[config.mk]
export PLATFORM = sky130hd
export DESIGN_NAME = rv32_btn_debounce
export DESIGN_NICKNAME = d
export VERILOG_FILES = /design/src/rtl/rv32_btn_debounce.sv
export SDC_FILE = /design/constraint.sdc
export NUM_CORES = 1
export LEC_CHECK = 0
export CELL_PAD_IN_SITES_DETAIL_PLACEMENT = 1
export CELL_PAD_IN_SITES_GLOBAL_PLACEMENT = 2
export CORE_MARGIN = 1.5
export CORE_UTILIZATION = 38
export CTS_BUF_LIST = sky130_fd_sc_hd__clkbuf_2
export CTS_CLUSTER_SIZE = 30
export DETAILED_ROUTE_END_ITERATION = 7
export PLACE_DENSITY = 0.84
export SKIP_LAST_GASP = 1
export SYNTH_ARGS = -nofsm -noshare
export SYNTH_HDL_FRONTEND = slang
export SYNTH_SLANG_ARGS = --single-unit
[constraint.sdc]
create_clock -name clk -period 5.25 [get_ports clk]
set_input_delay 0.525 -clock clk [delete_from_list [all_inputs] [get_ports clk]]
set_output_delay 0.525 -clock clk [all_outputs]
set_load 0.02 [all_outputs]
[src/rtl/rv32_btn_debounce.sv]
// rtl/rv32_btn_debounce.sv - push-button synchronizer, debouncer, edge pulses and press counter
// A new level is accepted only after DB_CYCLES consecutive synchronized samples disagree with btn_free.
module rv32_btn_debounce #(
  parameter int unsigned DB_CYCLES = 50000,
  parameter int unsigned CNT_W     = 16
) (
  input  logic       clk,
  input  logic       reset,
  input  logic       btn_raw,
  output logic       btn_free,
  output logic       btn_rise,
  output logic       btn_fall,
  output logic [7:0] btn_count
);

  typedef enum logic [1:0] {
    IDLE_LO = 2'd0,
    WAIT_HI = 2'd1,
    IDLE_HI = 2'd2,
    WAIT_LO = 2'd3
  } state_t;

  localparam logic [CNT_W-1:0] CNT_LAST = CNT_W'(DB_CYCLES - 1);
  localparam logic [CNT_W-1:0] CNT_ONE  = CNT_W'(1);

  logic             s1_q, s2_q;
  state_t           state_q, state_d;
  logic [CNT_W-1:0] cnt_q, cnt_d;
  logic             free_q, free_d;
  logic             rise_q, rise_d;
  logic             fall_q, fall_d;
  logic [7:0]       count_q, count_d;

  always_comb begin
    state_d = state_q;
    cnt_d   = '0;
    rise_d  = 1'b0;
    fall_d  = 1'b0;
    count_d = count_q;
    unique case (state_q)
      IDLE_LO: begin
        if (s2_q) begin
          state_d = WAIT_HI;
          cnt_d   = CNT_ONE;
        end
      end
      WAIT_HI: begin
        if (!s2_q) begin
          state_d = IDLE_LO;
        end else if (cnt_q == CNT_LAST) begin
          state_d = IDLE_HI;
          rise_d  = 1'b1;
          count_d = count_q + 8'd1;
        end else begin
          cnt_d = cnt_q + CNT_ONE;
        end
      end
      IDLE_HI: begin
        if (!s2_q) begin
          state_d = WAIT_LO;
          cnt_d   = CNT_ONE;
        end
      end
      WAIT_LO: begin
        if (s2_q) begin
          state_d = IDLE_HI;
        end else if (cnt_q == CNT_LAST) begin
          state_d = IDLE_LO;
          fall_d  = 1'b1;
        end else begin
          cnt_d = cnt_q + CNT_ONE;
        end
      end
      default: state_d = IDLE_LO;
    endcase
    // btn_free is a flop of the decoded next state so it lands with the pulse.
    free_d = (state_d == IDLE_HI) || (state_d == WAIT_LO);
  end

  always_ff @(posedge clk) begin
    if (reset) begin
      s1_q    <= 1'b0;
      s2_q    <= 1'b0;
      state_q <= IDLE_LO;
      cnt_q   <= '0;
      free_q  <= 1'b0;
      rise_q  <= 1'b0;
      fall_q  <= 1'b0;
      count_q <= 8'd0;
    end else begin
      s1_q    <= btn_raw;
      s2_q    <= s1_q;
      state_q <= state_d;
      cnt_q   <= cnt_d;
      free_q  <= free_d;
      rise_q  <= rise_d;
      fall_q  <= fall_d;
      count_q <= count_d;
    end
  end

  assign btn_free  = free_q;
  assign btn_rise  = rise_q;
  assign btn_fall  = fall_q;
  assign btn_count = count_q;

endmodule
==> results of run 1 <==
synthesized netlist by cell type, types with 2 or more instances:
| library cell | instances |
|---|---|
| nor3_1 | 5 |
| nand4b_1 | 2 |
| nand4_1 | 6 |
| a21oi_1 | 9 |
| o21ai_0 | 2 |
| dfxtp_1 | 31 |
| ha_1 | 2 |
| inv_1 | 5 |
| nand2b_1 | 2 |
| nor2_1 | 20 |
| xor2_1 | 2 |
| nand2_1 | 5 |
| or4_1 | 7 |
| o31ai_1 | 6 |
| or4b_1 | 2 |
| or3_1 | 2 |
| xnor2_1 | 12 |
| nor2b_1 | 2 |
| nand3_1 | 9 |
| clkbuf_1 | 4 |
| nor4_1 | 5 |
cells by family after synthesis:
| logic type | after synthesis | share of synthesized area [%] |
|---|---|---|
| compound gates | 18 | 8.17 |
| xor+xnor | 14 | 9.31 |
| fa+ha+maj | 2 | 1.90 |
| buf+inv | 10 | 3.42 |
| flops | 31 | 47.1 |
| mux | 1 | 0.760 |
| simple gates | 70 | 29.3 |
worst max-delay path, delay by kind of cell, from the launching register on:
kind / cells / cell delay (ns)
compound gates: 1 / 0.16
flops: 1 / 0.40
simple gates: 3 / 1.75
final timing paths:
kind             endpoint  cells past startpoint
max          btn_count[6]                      4
min                  s2_q                      1
min reg2reg          s2_q                      1
max reg2reg  btn_count[6]                      4
power groups by stage:
stage / registers, mW / logic [mW] / clock network (mW)
6_report: 0.238 / 0.00528 / 0.126
5_1_grt: 0.238 / 0.00602 / 0.144
4_1_cts: 0.238 / 0.00535 / 0.130
3_5_place_dp: 0.242 / 0.00530 / 0
3_3_place_gp: 0.242 / 0.00514 / 0
2_1_floorplan: 0.242 / 0.00286 / 0
sequential cells by signal, summed over array words and instances, names as in the netlist:
name       count
btn_fall       1
btn_free       1
s2_q           1
s1_q           1
btn_count      8
state_q        2
btn_rise       1
cnt_q         16
per-layer routing:
layer | vias up | global-route usage, % | routed length [µm]
met2 | 10 | 25.7 | 1240
met5 | - | 0 | 0
met1 | 511 | 24.3 | 1490
li1 | 556 | - | -
met3 | 5 | 5.59 | 81
met4 | 0 | 6.38 | 46
layout make-up:
cell class	count	area [µm²]	share of cell area [%]
multi-input cells	105	652	42.7
flip-flops and latches	31	621	40.6
repair buffers	13	130	8.52
well taps	46	57.6	3.77
clock buffers	5	25.0	1.64
clock inverters	3	23.8	1.56
inverters	5	18.8	1.23
==> impl_metrics.yaml, run 1 <==
run_status:
  run_status: "complete, no violations"
detailed_routing:
  vias: 1082
  postRouteAntennaNets: 0
  post_drt_wl_per_cell_um: 13.7
  drc: 0
  viasPerCell: 5.20
  first_pass_iters: 4
  drt_wl_total_mm: 2.85
  drt_iter0_drc: 40
floorplanning:
  die_x_um: 61.9
  rows: 21
  core_area_mm2: 0.00334
  start_util_pct: 39.5
  ios: 14
  die_y_um: 61.9
  dieArea_mm2: 0.00383
critical_path:
  critPathLaunchType: "flip-flop"
  r2r_slack_ns: 2.87
  critPathMaxFanout: 20
  critical-path-slowest-cell: "or4_4"
  crit_required_ns: 5.56
  worstPathArrival_ns: 2.69
  r2r-start: "cnt_q[5]"
  cp-end-kind: "flip-flop"
  path_cells: "or4b_1 > or4_4 > or4_1 > a21oi_1"
  startpoint: "cnt_q[5]"
  worstSetupPathType: "reg -> reg"
  slowest_delay_ns: 0.63
final_layout:
  design_area_mm2: 0.00153
  mostFrequentLayoutCells: "31 x dfxtp_1, 20 x nor2_1, 13 x clkdlybuf4s50_1"
  syn2layout_area_growth_pct: 16.0
  final_common_cell: "dfxtp_1"
  final_cells: 208
  nets: 166
  fill_cells: 414
  layout-drive-gt1-share_pct: 5.56
  diodes: 0
  post-route-util_pct: 45.8
power:
  ir_drop_mv: 0.144
  p_int_uw: 273
  p_leak_nw: 0.419
  switching_share_pct: 26.0
  power.clock.fraction_pct: 34.2
  pwr-share-comb_pct: 1.4
  power_uw: 369
  power_frac_seq_pct: 64.3
  p_sw_uw: 96.1
  p_per_area_mw_per_mm2: 242
clock_tree:
  cts_tree: "yes"
  cts.repair.resized: 0
  cts.htree.levels: 2
  clk_pin_slew_ns: 0.19
  cts_setup_buffers: 0
  clock_sinks: 31
  clock_latency_ns: 0.37
  cts_root_buf: "clkbuf_2"
  numCtsBuffers: 5
  ctsHoldBuffers: 0
  clock_tree.buffer_depth: 2
synth:
  ys_warn_count: 0
  synth_fp_nets: 151
  syn_inst: 146
  synth_ff_type: "dfxtp_1"
  synth.distinct_cells: 27
  yosysTopAreaCellShare_pct: 47.1
  ys_ff_latch: 31
  async_flop_share_pct: 0
  synth_area_mm2: 0.00132
  synth_top_area_cell: "dfxtp_1"
  synth_enable_flop_cells: 0
  avgSynthCellArea_um2: 9.02
  ys_seq_area_share_pct: 47.1
  ys_top_cells_by_area: "dfxtp_1 47%, xnor2_1 8.0%, nor2_1 5.7%"
placed_design:
  dp_slack_ns: 2.88
  gp_congestion: 0.796
  portBuffers: 13
  placed_area_mm2: 0.00148
  dpl.hpwl_mm: 2.03
  place_inst: 200
global_routing:
  grt_usage_pct: 17.6
  grt_overflow: 0
  grt_pass1_vias: 1050
  antenna_found_initial: 0
  grt_max_degree: 21
  grt_pass1_wl_mm: 4.86
timing:
  worstMarginPinSlew_ns: 0.605
  max_freq_ghz: 0.420
  fin_crit_ns: 2.38
  setup_viol: 0
  rsz0062_at_grt: "no"
  tns_ns: 0
  relSlewSlack_pct: 59.5
  report.final.slew_viol_count: 0
  fin_hold_ws_ns: 0.462
  final_hold_viol_count: 0
  worst_slack_ns: 2.87
  finalCritPeriodShare_pct: 45.3
  clock_skew_ns: 0.0139
run:
  maxCapViolations: 0
min_path:
  min_from: "s1_q"
  hold_path.class: "reg -> reg"
No activity file was read; power rests on OpenSTA's default activity.
==> inputs of run 2 (changes only) <==
--- a/config.mk
+++ b/config.mk
@@ -8,11 +8,11 @@
 export CELL_PAD_IN_SITES_DETAIL_PLACEMENT = 1
 export CELL_PAD_IN_SITES_GLOBAL_PLACEMENT = 2
 export CORE_MARGIN = 1.5
-export CORE_UTILIZATION = 38
+export CORE_UTILIZATION = 32
 export CTS_BUF_LIST = sky130_fd_sc_hd__clkbuf_2
 export CTS_CLUSTER_SIZE = 30
 export DETAILED_ROUTE_END_ITERATION = 7
-export PLACE_DENSITY = 0.84
+export PLACE_DENSITY = 0.75
 export SKIP_LAST_GASP = 1
 export SYNTH_ARGS = -nofsm -noshare
 export SYNTH_HDL_FRONTEND = slang
==> constraint.sdc (replaced) <==
create_clock -name clk -period 2.1 [get_ports clk]
set_input_delay 0.21 -clock clk [delete_from_list [all_inputs] [get_ports clk]]
set_output_delay 0.21 -clock clk [all_outputs]
set_load 0.02 [all_outputs]
==> run 2 against run 1 <==
The flow now finishes with violations (setup timing). Final area increased by 12%. Clock-buffer cell count unchanged. Sequential cell count did not move. First-iteration DRC count is 15% higher. Critical path type unchanged. Total power increased by 140%.
==> impl_metrics.yaml, run 2 (synthesis gave the netlist of run 1 again) <==
run_status:
  run_status: "finished, violations left"
  failed_checks: "setup timing"
power:
  power.clock.fraction_pct: 32.2
  p_int_uw: 673
  ir_drop_mv: 0.279
  p_leak_nw: 0.525
  switching_share_pct: 25.1
  p_per_area_mw_per_mm2: 525
  p_sw_uw: 226
  power_frac_seq_pct: 66.0
  pwr-share-comb_pct: 1.8
timing:
  report.final.slew_viol_count: 0
  relSlewSlack_pct: 76.6
  setup_viol: 4
  rsz0062_at_grt: "yes"
  max_freq_ghz: 0.462
  fin_crit_ns: 2.16
  fin_hold_ws_ns: 0.371
  finalCritPeriodShare_pct: 103
  worstMarginPinSlew_ns: 0.348
  worst_slack_ns: -0.0622
  clock_skew_ns: 0.00674
  final_hold_viol_count: 0
global_routing:
  use_met1_pct: 23.2
  grt_overflow: 0
  grt_pass1_vias: 1237
  use_met2_pct: 26.5
  met3_usage_pct: 5.50
  grt_usage_pct: 17.5
  grt_max_degree: 16
  grt.busiest_layer: "met2"
  grt_pass1_wl_mm: 5.75
  antenna_found_initial: 0
critical_path:
  crit_buf_inv: 1
  crit_required_ns: 2.42
  reg2regPathDepth: 5
  cp-end-kind: "flip-flop"
  critical_path_cell_count: 5
  r2r_end: "btn_count[1]"
  worstPathArrival_ns: 2.49
  r2r-start: "cnt_q[7]"
  path_delay_family: "simple AND/OR/NAND/NOR gates"
  slowest_delay_ns: 0.57
  worstSetupPathType: "reg -> reg"
  critPathLaunchType: "flip-flop"
  path_cells: "or4b_4 > or4_4 > buf_6 > or3_1 > a21oi_2"
  critical-path-slowest-cell: "or4_4"
  critPathMaxFanout: 8
  r2r_slack_ns: -0.06
final_layout:
  syn2layout_area_growth_pct: 29.8
  final_common_cell: "dfxtp_1"
  diodes: 0
  final_cells: 231
  nets: 185
  layout-drive-gt1-share_pct: 20.4
  mostFrequentLayoutCells: "27 x dfxtp_1, 20 x nor2_1, 16 x buf_4"
  top_register: "cnt_q"
  post-route-util_pct: 43.1
  largest_reg_flops: 16
clock_tree:
  clock_sinks: 31
  clock_tree.buffer_depth: 2
  cts.htree.levels: 2
  cts_root_buf: "clkbuf_2"
  cts_tree: "yes"
  clock_latency_ns: 0.37
  clk_pin_slew_ns: 0.17
  numCtsBuffers: 5
detailed_routing:
  post_drt_wl_per_cell_um: 14.5
  vias: 1226
  drt_wl_total_mm: 3.35
  postRouteAntennaNets: 0
  drc: 0
  drt_iter0_drc: 46
  first_pass_iters: 4
  viasPerCell: 5.31
placed_design:
  portBuffers: 13
  gp_congestion: 0.749
  place_inst: 219
  dpl.hpwl_mm: 2.38
floorplanning:
  die_y_um: 67.2
  core_area_mm2: 0.00397
  rows: 23
  start_util_pct: 33.2
  die_x_um: 67.2
  ios: 14
  dieArea_mm2: 0.00451
min_path:
  min_from: "btn_raw"
  min_to: "s1_q"
  min_delay_path_depth: 2
  hold_path.class: "in -> reg"
run:
  maxCapViolations: 0
[run 2: changes by cell type in the layout (fill, tap and decap cells not counted), sizes merged]
cell,change
buf,+18
clkinv,+2
clkinvlp,-1
inv,-1
or4,+1
[run 2: timing repair]
action                                  in CTS  in global routing
pin swaps                                    5                  3
resized for setup                            7                  5
hold buffers                                 0                  0
endpoints found under the setup margin       9                 11
setup buffers                                2                  1
cloned                                       1                  0
[run 2: final cells by class]
| type | instances | area, µm² |
|---|---|---|
| inverters | 5 | 18.8 |
| flip-flops and latches | 31 | 626 |
| repair buffers | 31 | 273 |
| fillers | 488 | 2260 |
| multi-input cells | 106 | 691 |
| clock inverters | 3 | 15.0 |
| well taps | 50 | 62.6 |
| clock buffers | 5 | 25.0 |
[run 2: stage by stage]
| stage | setup TNS, ns | power, mW | worst slack (ns) | cell area (µm²) |
|---|---|---|---|---|
| CTS | -0.0384 | 0.909 | -0.0146 | 1680 |
| floorplan | -0.0618 | 0.612 | -0.0309 | 1320 |
| global route | -0.305 | 0.954 | -0.0800 | 1710 |
| global placement | -0.0838 | 0.621 | -0.0642 | 1600 |
| detailed placement | -0.463 | 0.621 | -0.141 | 1600 |
| finish | -0.169 | 0.899 | -0.0622 | 1710 |
[run 2: power by group through the flow]
stage	Clock, mW	Sequential [mW]	Combinational [mW]
floorplan	0	0.605	0.00715
global placement	0	0.605	0.0158
detailed placement	0	0.606	0.0157
CTS	0.300	0.593	0.0160
global route	0.341	0.594	0.0182
finish	0.289	0.593	0.0164
[run 2: per-layer routing]
metal | vias to the layer above | part of all wire, %
met5 | - | 0
met4 | 0 | 1.3
met3 | 4 | 3.5
met2 | 17 | 47
met1 | 610 | 48
li1 | 595 | -
[run 2: worst max-delay path by stage]
| stage | start | endpoint | slack, ns |
|---|---|---|---|
| finish | cnt_q[7] | btn_count[1] | -0.06 |
| detailed placement | cnt_q[10] | btn_count[3] | -0.14 |
| global placement | cnt_q[10] | btn_count[3] | -0.06 |
| CTS | cnt_q[12] | btn_count[2] | -0.01 |
| global route | cnt_q[7] | btn_count[1] | -0.08 |
| floorplan | cnt_q[10] | btn_count[2] | -0.03 |
==> inputs of run 3 (changes only) <==
==> config.mk (replaced) <==
export PLATFORM = sky130hd
export DESIGN_NAME = rv32_btn_debounce
export DESIGN_NICKNAME = d
export VERILOG_FILES = /design/src/rtl/rv32_btn_debounce.sv
export SDC_FILE = /design/constraint.sdc
export NUM_CORES = 1
export LEC_CHECK = 0
export CORE_MARGIN = 1.5
export CORE_UTILIZATION = 52
export CTS_BUF_LIST = sky130_fd_sc_hd__clkbuf_2
export CTS_CLUSTER_SIZE = 30
export DETAILED_ROUTE_END_ITERATION = 7
export PLACE_DENSITY = 0.76
export SKIP_LAST_GASP = 1
export SLEW_MARGIN = 0
export SYNTH_ARGS = -nofsm -noshare
export SYNTH_HDL_FRONTEND = slang
export SYNTH_SLANG_ARGS = --single-unit
==> run 3 against run 2 <==
The flow still finishes with violations (setup timing). Final area up 1.4%. Critical path type unchanged. Register-to-register slack lost 0.07 ns. Fmax fell by 2.9%. Sequential cell count did not move. Critical path depth unchanged. Critical endpoint is now btn_count[6]. Non-clock buffer count is the same. Combinational power about the same. Global-route usage rose by 5.2 points.
==> impl_metrics.yaml, run 3 (synthesis gave the netlist of run 1 again) <==
floorplanning:
  rows: 18
  die_x_um: 53.3
  dieArea_mm2: 0.00284
  die_y_um: 53.3
  ios: 14
  core_area_mm2: 0.00243
  start_util_pct: 54.2
timing:
  final_hold_viol_count: 0
  max_freq_ghz: 0.449
  fin_hold_ws_ns: 0.374
  finalCritPeriodShare_pct: 106
  rsz0062_at_grt: "yes"
  report.final.slew_viol_count: 0
  clock_skew_ns: 0.0159
  relSlewSlack_pct: 75.7
  worst_slack_ns: -0.127
  setup_viol: 11
  worstMarginPinSlew_ns: 0.363
  fin_crit_ns: 2.23
detailed_routing:
  drt_iter0_drc: 14
  drt-met1-wl_mm: 1.30
  first_pass_iters: 4
  drt_wl_total_mm: 2.79
  post_drt_wl_per_cell_um: 13.3
  dr_wl_met2_mm: 1.30
  postRouteAntennaNets: 0
  met3WireLength_um: 130
  drc: 0
  highest_layer: "met4"
  vias: 1162
  viasPerCell: 5.53
critical_path:
  critical-path-slowest-cell: "or4_4"
  crit_required_ns: 2.41
  critPathLaunchType: "flip-flop"
  worstPathArrival_ns: 2.53
  cpMostUsedCell: "or4_4"
  cp-end-kind: "flip-flop"
  worstSetupPathType: "reg -> reg"
  path_cells: "or4b_4 > or4_4 > buf_6 > or4_4 > a21oi_2"
  slowest_delay_ns: 0.58
  r2r_slack_ns: -0.13
  critPathMaxFanout: 7
global_routing:
  grt_pass1_vias: 1062
  grt_max_degree: 16
  antenna_found_initial: 0
  grt_pass1_wl_mm: 4.57
  grt_usage_pct: 22.7
  grt_overflow: 0
clock_tree:
  clock_latency_ns: 0.37
  cts_root_buf: "clkbuf_2"
  clock_tree.buffer_depth: 2
  cts.htree.levels: 2
  cts_tree: "yes"
  numCtsBuffers: 5
  clock_sinks: 31
  clk_pin_slew_ns: 0.17
power:
  p_leak_nw: 0.544
  ir_drop_mv: 0.769
  power_mw: 1.15
  p_per_area_mw_per_mm2: 661
final_layout:
  largest_reg_flops: 16
  mostFrequentLayoutCells: "27 x dfxtp_1, 20 x nor2_1, 17 x buf_4"
  fill_cells: 195
  layout-drive-gt1-share_pct: 22.8
  multi_input_area_um2: 693
  final_common_cell: "dfxtp_1"
  syn2layout_area_growth_pct: 31.6
  seq_area_um2: 626
  nets: 184
  diodes: 0
  design_area_mm2: 0.00173
  top_register: "cnt_q"
placed_design:
  portBuffers: 13
  gp_congestion: 0.937
  dpl.hpwl_mm: 1.94
  placed_area_mm2: 0.00158
min_path:
  hold_path.class: "in -> reg"
run_status:
  run_status: "finished, violations left"
  failed_checks: "setup timing"
run:
  maxCapViolations: 0
[run 3: report_power, final]
| group | total, mW | internal, mW | switching [mW] |
|---|---|---|---|
| logic | 0.0163 | 0.00744 | 0.00885 |
| registers | 0.593 | 0.591 | 0.00171 |
| clock network | 0.536 | 0.327 | 0.210 |
[run 3: area by class of cell]
type	instances	area share, %
clock buffer	6	1.73
clock inverter	2	3.46
inverter	5	1.08
multi-input combinational	105	40.0
sequential	31	36.1
tap	30	2.16
timing repair buffer	31	15.5
[run 3: worst paths after layout]
path | from | endpoint | depth (start not counted)
setup / recovery | cnt_q[10] | btn_count[6] | 5
hold / removal | btn_raw | s1_q | 2
setup reg to reg | cnt_q[10] | btn_count[6] | 5
hold reg to reg | s1_q | s2_q | 1
[run 3: stage by stage]
step | setup slack [ns] | util, % | TNS (ns) | std cells
finish | -0.127 | 71.3 | -0.550 | 210
global route | -0.176 | 71.3 | -1.13 | 210
CTS | -0.131 | 69.9 | -0.958 | 210
detailed placement | -0.0865 | 65.0 | -0.212 | 200
global placement | -0.0405 | 65.0 | -0.0511 | 200
floorplan | -0.0309 | - | -0.0618 | 146
[run 3: metal layers]
| layer | global-route usage [%] | up-vias |
|---|---|---|
| li1 | - | 594 |
| met2 | 31.9 | 32 |
| met4 | 11.5 | 0 |
| met1 | 31.0 | 527 |
| met5 | 0 | - |
| met3 | 6.78 | 9 |
[run 3: what timing repair did]
item / CTS / global route
resized for setup: 5 / 9
buffers inserted: 2 / 0
setup endpoints to repair: 7 / 11
pin swaps: 1 / 6
endpoints found under the hold margin: 0 / 0
hold buffers: 0 / 0
[run 3: worst max-delay path: cells and delay by family, from the launching register on]
| family | cells | cell delay [ns] |
|---|---|---|
| buf+inv | 1 | 0.16 |
| flops | 1 | 0.35 |
| compound gates | 1 | 0.14 |
| simple gates | 3 | 1.53 |
